**src/rtl/fifo_level.sv**
```systemverilog
// fifo_level: single-clock show-ahead FIFO with occupancy count,
// almost-full/almost-empty threshold flags and sticky overflow/underflow flags.
module fifo_level #(
  parameter int DATA_WIDTH = 8,
  parameter int ADDR_WIDTH = 4,
  parameter int AFULL_THR  = (2 ** ADDR_WIDTH) - 2,
  parameter int AEMPTY_THR = 2
) (
  input  logic                  clk,
  input  logic                  rst_n,
  input  logic                  flush,
  input  logic                  err_clr,
  input  logic                  wr,
  input  logic [DATA_WIDTH-1:0] w_data,
  input  logic                  rd,
  output logic [DATA_WIDTH-1:0] r_data,
  output logic                  full,
  output logic                  empty,
  output logic                  almost_full,
  output logic                  almost_empty,
  output logic [ADDR_WIDTH:0]   count,
  output logic                  overflow,
  output logic                  underflow
);

  localparam int DEPTH = 2 ** ADDR_WIDTH;

  localparam logic [ADDR_WIDTH:0] PTR_ONE    = {{ADDR_WIDTH{1'b0}}, 1'b1};
  localparam logic [ADDR_WIDTH:0] DEPTH_CNT  = {1'b1, {ADDR_WIDTH{1'b0}}};
  localparam logic [ADDR_WIDTH:0] AFULL_CNT  = AFULL_THR[ADDR_WIDTH:0];
  localparam logic [ADDR_WIDTH:0] AEMPTY_CNT = AEMPTY_THR[ADDR_WIDTH:0];

  // Threshold ordering is checked while the design is elaborated.
  generate
    if (!(AEMPTY_THR > 0 && AEMPTY_THR < AFULL_THR && AFULL_THR <= DEPTH)) begin : g_param_check
      $error("fifo_level: thresholds must satisfy 0 < AEMPTY_THR < AFULL_THR <= DEPTH");
    end
  endgenerate

  logic [DATA_WIDTH-1:0] mem_q [DEPTH];

  logic [ADDR_WIDTH:0] wr_ptr_q, wr_ptr_d;
  logic [ADDR_WIDTH:0] rd_ptr_q, rd_ptr_d;
  logic [ADDR_WIDTH:0] count_q, count_d;
  logic                overflow_q, overflow_d;
  logic                underflow_q, underflow_d;

  logic wr_accept;
  logic rd_accept;
  logic mem_we;

  // Status flags come only from the registered count, never from wr/rd.
  always_comb begin
    full         = (count_q == DEPTH_CNT);
    empty        = (count_q == '0);
    almost_full  = (count_q >= AFULL_CNT);
    almost_empty = (count_q <= AEMPTY_CNT);
    count        = count_q;
    overflow     = overflow_q;
    underflow    = underflow_q;
    r_data       = mem_q[rd_ptr_q[ADDR_WIDTH-1:0]];
  end

  // Next-state for pointers, count and sticky error flags; flush overrides traffic.
  always_comb begin
    wr_accept   = wr && (!full || rd);
    rd_accept   = rd && !empty;
    mem_we      = wr_accept && !flush;
    wr_ptr_d    = wr_ptr_q;
    rd_ptr_d    = rd_ptr_q;
    count_d     = count_q;
    overflow_d  = overflow_q && !err_clr;
    underflow_d = underflow_q && !err_clr;

    if (wr && full && !rd) begin
      overflow_d = 1'b1;
    end
    if (rd && empty && !wr) begin
      underflow_d = 1'b1;
    end

    if (flush) begin
      wr_ptr_d = '0;
      rd_ptr_d = '0;
      count_d  = '0;
    end else begin
      if (wr_accept) begin
        wr_ptr_d = wr_ptr_q + PTR_ONE;
      end
      if (rd_accept) begin
        rd_ptr_d = rd_ptr_q + PTR_ONE;
      end
      case ({wr_accept, rd_accept})
        2'b10:   count_d = count_q + PTR_ONE;
        2'b01:   count_d = count_q - PTR_ONE;
        default: count_d = count_q;
      endcase
    end
  end

  // Control state registers, cleared asynchronously on reset.
  always_ff @(posedge clk or negedge rst_n) begin
    if (!rst_n) begin
      wr_ptr_q    <= '0;
      rd_ptr_q    <= '0;
      count_q     <= '0;
      overflow_q  <= 1'b0;
      underflow_q <= 1'b0;
    end else begin
      wr_ptr_q    <= wr_ptr_d;
      rd_ptr_q    <= rd_ptr_d;
      count_q     <= count_d;
      overflow_q  <= overflow_d;
      underflow_q <= underflow_d;
    end
  end

  // Storage array is not reset; accepted writes land at the write pointer.
  always_ff @(posedge clk) begin
    if (mem_we) begin
      mem_q[wr_ptr_q[ADDR_WIDTH-1:0]] <= w_data;
    end
  end

endmodule

```
**config.mk**
```make
export PLATFORM = sky130hd
export DESIGN_NAME = fifo_level
export DESIGN_NICKNAME = d
export VERILOG_FILES = /design/src/rtl/fifo_level.sv
export SDC_FILE = /design/constraint.sdc
export NUM_CORES = 1
export LEC_CHECK = 0
export ABC_AREA = 1
export ABC_CLOCK_PERIOD_IN_PS = 2400
export CORE_ASPECT_RATIO = 1.25
export CORE_MARGIN = 2
export CORE_UTILIZATION = 40
export CTS_CLUSTER_DIAMETER = 120
export DETAILED_ROUTE_END_ITERATION = 10
export HOLD_SLACK_MARGIN = 0.15
export PLACE_DENSITY = 0.59
export SLEW_MARGIN = 15
export SYNTH_ARGS = -nofsm -noshare
export SYNTH_HDL_FRONTEND = slang
export SYNTH_SLANG_ARGS = --single-unit
```
**constraint.sdc**
```tcl
create_clock -name clk -period 2.4 [get_ports clk]
set_input_delay 0.36 -clock clk [delete_from_list [all_inputs] [get_ports clk]]
set_output_delay 0.36 -clock clk [all_outputs]
set_load 0.02 [all_outputs]
```
==> flow_metrics.env <==
export IMPL_yosysTopAreaCell="edfxtp_1"
export IMPL_wire_per_inst_um=19.4
export IMPL_avgSynthCellArea_um2=13.2
export IMPL_grtUsageTotal=0.179
export IMPL_ant_nets=0
export IMPL_violations="setup timing"
export IMPL_worst_slew_pin_slew_ns=0.727
export IMPL_fin_cells=716
export IMPL_synthTopCellsByCount="edfxtp_1 (128), nor2_1 (54), o21ai_0 (42), nand2_1 (40)"
export IMPL_synth_cell_type_count=34
export IMPL_yosysMostFrequentCell="edfxtp_1"
export IMPL_cts_tree="yes"
export IMPL_crit_type="flip-flop to output pin"
export IMPL_status="complete, but fails checks"
export IMPL_nFillCells=1296
export IMPL_fin_ws_ns=-0.00161
export IMPL_ir_drop_uv=628
export IMPL_crit_path_end_kind="output pin"
export IMPL_via_per_inst=5.52
export IMPL_die_x_um=114
export IMPL_syn_nets=477
export IMPL_hp_class="input port to asynchronous set/reset pin"
export IMPL_r2r_cells=12
export IMPL_root_buffer="clkbuf_16"
export IMPL_drcViolationCount=0
export IMPL_fin_crit_sh=1.00
export IMPL_setup_violations=1
export IMPL_synth_top_area_share=0.637
export IMPL_layout_nets=542
export IMPL_die_area_mm2=0.0161
export IMPL_syn_inst=456
export IMPL_seq_area_frac_synth=0.699
export IMPL_portBuffers=32
export IMPL_synth_ff_type="edfxtp_1"
export IMPL_drtIter0Drc=288
export IMPL_grt_pass1_vias=3959
export IMPL_wirelength_um=13900
export IMPL_die_h_um=141
export IMPL_dp_hpwl_um=9160
export IMPL_rows=50
export IMPL_yosys_warnings=0
export IMPL_rsz0062_at_grt="yes"
export IMPL_cp_required_ns=2.04
export IMPL_gp_congestion=0.826
export IMPL_pin_count=33
export IMPL_cts_sinks=143
export IMPL_grt_overflow_total=0
export IMPL_rr_endpoint="count[4]"
export IMPL_synth_async_reset_ratio=0.105
export IMPL_total_power_w=0.00765
export IMPL_vias=3954
export IMPL_rrSetupSlack_ns=0.46
export IMPL_clk_pin_slew_worst_paths_ns=0.06
export IMPL_max_freq_mhz=416
export IMPL_synth_edf_count=128
export IMPL_maxCapViolations=0
export IMPL_clk_path_buf_depth=2
export IMPL_antenna_found_initial=0
export IMPL_placed_area_mm2=0.00678
export IMPL_diodes=0
export IMPL_drive_above_1_share=0.180
export IMPL_hold_viol_final=0
export IMPL_dr_pass1_iters=5
export IMPL_placedCellCount=682
export IMPL_crit_fanout=34
export IMPL_p_per_area_mw_per_mm2=1030
export IMPL_grt_max_degree=39
export IMPL_r2r_start="count[0]"
export IMPL_final_area_mm2=0.00745
export IMPL_ys_top_cells_by_area="edfxtp_1 (64%), dfrtp_1 (6.2%), mux2i_1 (5.1%), o221ai_1 (4.5%), o21ai_0 (3.5%)"
export IMPL_fin_crit_ns=2.40
export IMPL_p_leak_nw=2.60
export IMPL_initial_utilization=0.405
export IMPL_worst_setup_path_start_kind="flip-flop"
export IMPL_syn2layout_area_growth_pct=23.5
export IMPL_ys_ff_latch=143
export IMPL_final_max_slew_viol_count=0
export IMPL_final_util=0.500
export IMPL_clock_latency_ns=0.42
export IMPL_syn_cell_area_mm2=0.00603
export IMPL_worst_clock_skew_ns=0.00813
export IMPL_critPathArrivalTime_ns=2.04
export IMPL_grt_pass1_wl_um=21400
export IMPL_coreArea_mm2=0.0149
export IMPL_htreeDepth=4
export IMPL_numCtsBuffers=17
export IMPL_slew_headroom=0.514
cells in the final DEF, fill, tap and decap left out, types with 3 or more instances in the layout:
| cell | Yosys | routed |
|---|---|---|
| nand2_2 | 4 | 4 |
| edfxtp_1 | 128 | 128 |
| mux2i_1 | 31 | 29 |
| nor2_2 | 4 | 4 |
| clkbuf_16 | 0 | 18 |
| inv_1 | 17 | 17 |
| dfrtp_1 | 15 | 13 |
| clkinv_1 | 4 | 6 |
| clkbuf_2 | 1 | 4 |
| ha_1 | 7 | 7 |
| buf_4 | 4 | 29 |
| o21ai_0 | 42 | 42 |
| nand2_1 | 40 | 40 |
| o21ai_1 | 3 | 3 |
| a21oi_1 | 4 | 4 |
| nand3_1 | 31 | 31 |
| bufinv_16 | 0 | 4 |
| inv_6 | 0 | 3 |
| clkdlybuf4s50_1 | 0 | 23 |
| nor2_1 | 54 | 54 |
| clkinvlp_4 | 0 | 4 |
| buf_12 | 0 | 4 |
| nand2_4 | 3 | 3 |
| o221ai_1 | 31 | 29 |
metal layers:
metal	up-vias	wire length (µm)	global-route usage
li1	1838	-	-
met1	1942	5620	0.217
met2	144	6910	0.302
met3	30	795	0.0372
met4	0	575	0.0899
met5	-	0	0
through the flow:
step	setup TNS, ns	hold slack [ns]	setup WS, ns
after floorplan	0	0.0644	0.372
after global placement	0	0.518	0.0940
after detailed placement	0	0.534	0.0593
after CTS	0	0.409	0.00289
after global routing	-0.0850	0.440	-0.0534
final	-0.00161	0.380	-0.00161
kinds of logic (layout without fill, tap and decap cells):
group                      after synthesis  in the layout  share of synthesized area
AOI/OAI and AO/OA                       87             87                     0.0948
xor gates and xnor gates                 1              1                    0.00145
adders and majority gates                7              7                     0.0145
buffers and inverters                   46            124                     0.0330
DFF                                    143            143                      0.699
muxes                                   31             31                     0.0514
and+or+nand+nor                        141            141                      0.106
registers in the layout (all words and copies together), names as in the netlist:
register   count
mem_q        128
wr_ptr_q       4
underflow      1
count          5
rd_ptr_q       4
overflow       1
worst max path at each step:
| stage | from | endpoint | slack (ns) | cells after the start |
|---|---|---|---|---|
| 2_1_floorplan | count[0] | almost_empty | 0.37 | 1 |
| 3_3_place_gp | rd_ptr_q[0] | r_data[4] | 0.09 | 7 |
| 3_5_place_dp | rd_ptr_q[0] | r_data[4] | 0.06 | 7 |
| 4_1_cts | rd_ptr_q[1] | r_data[7] | 0.003 | 7 |
| 5_1_grt | rd_ptr_q[0] | r_data[4] | -0.05 | 6 |
| 6_report | rd_ptr_q[0] | r_data[4] | -0.002 | 6 |
final cells by class:
type,instances,area [µm²],share of cell area
inverter,24,92.6,0.0124
timing repair buffer,68,644,0.0865
clock inverter,14,189,0.0254
multi-input combinational,267,1640,0.221
sequential,143,4220,0.567
tap,182,228,0.0306
clock buffer,18,429,0.0576
worst max-delay path: stages (launching register included):
cell	delay (ns)
dfrtp_2	0.43
buf_12	0.23
o21ai_0	0.13
o221ai_1	0.26
nand3_1	0.18
nand2_1	0.12
clkdlybuf4s15_2	0.26
power by group:
| group | internal (W) | switching, W |
|---|---|---|
| clock | 0.00174 | 0.000990 |
| sequential | 0.00279 | 0.0000998 |
| combinational | 0.000806 | 0.00123 |
what timing repair did:
action                                  in CTS  in global routing
hold buffers                                 0                  0
buffers inserted                             0                  1
pin swaps                                    0                  1
endpoints found under the setup margin       8                  9
resized for setup                           24                 12
cloned                                       0                  1
(Power assumes the default switching activity.)
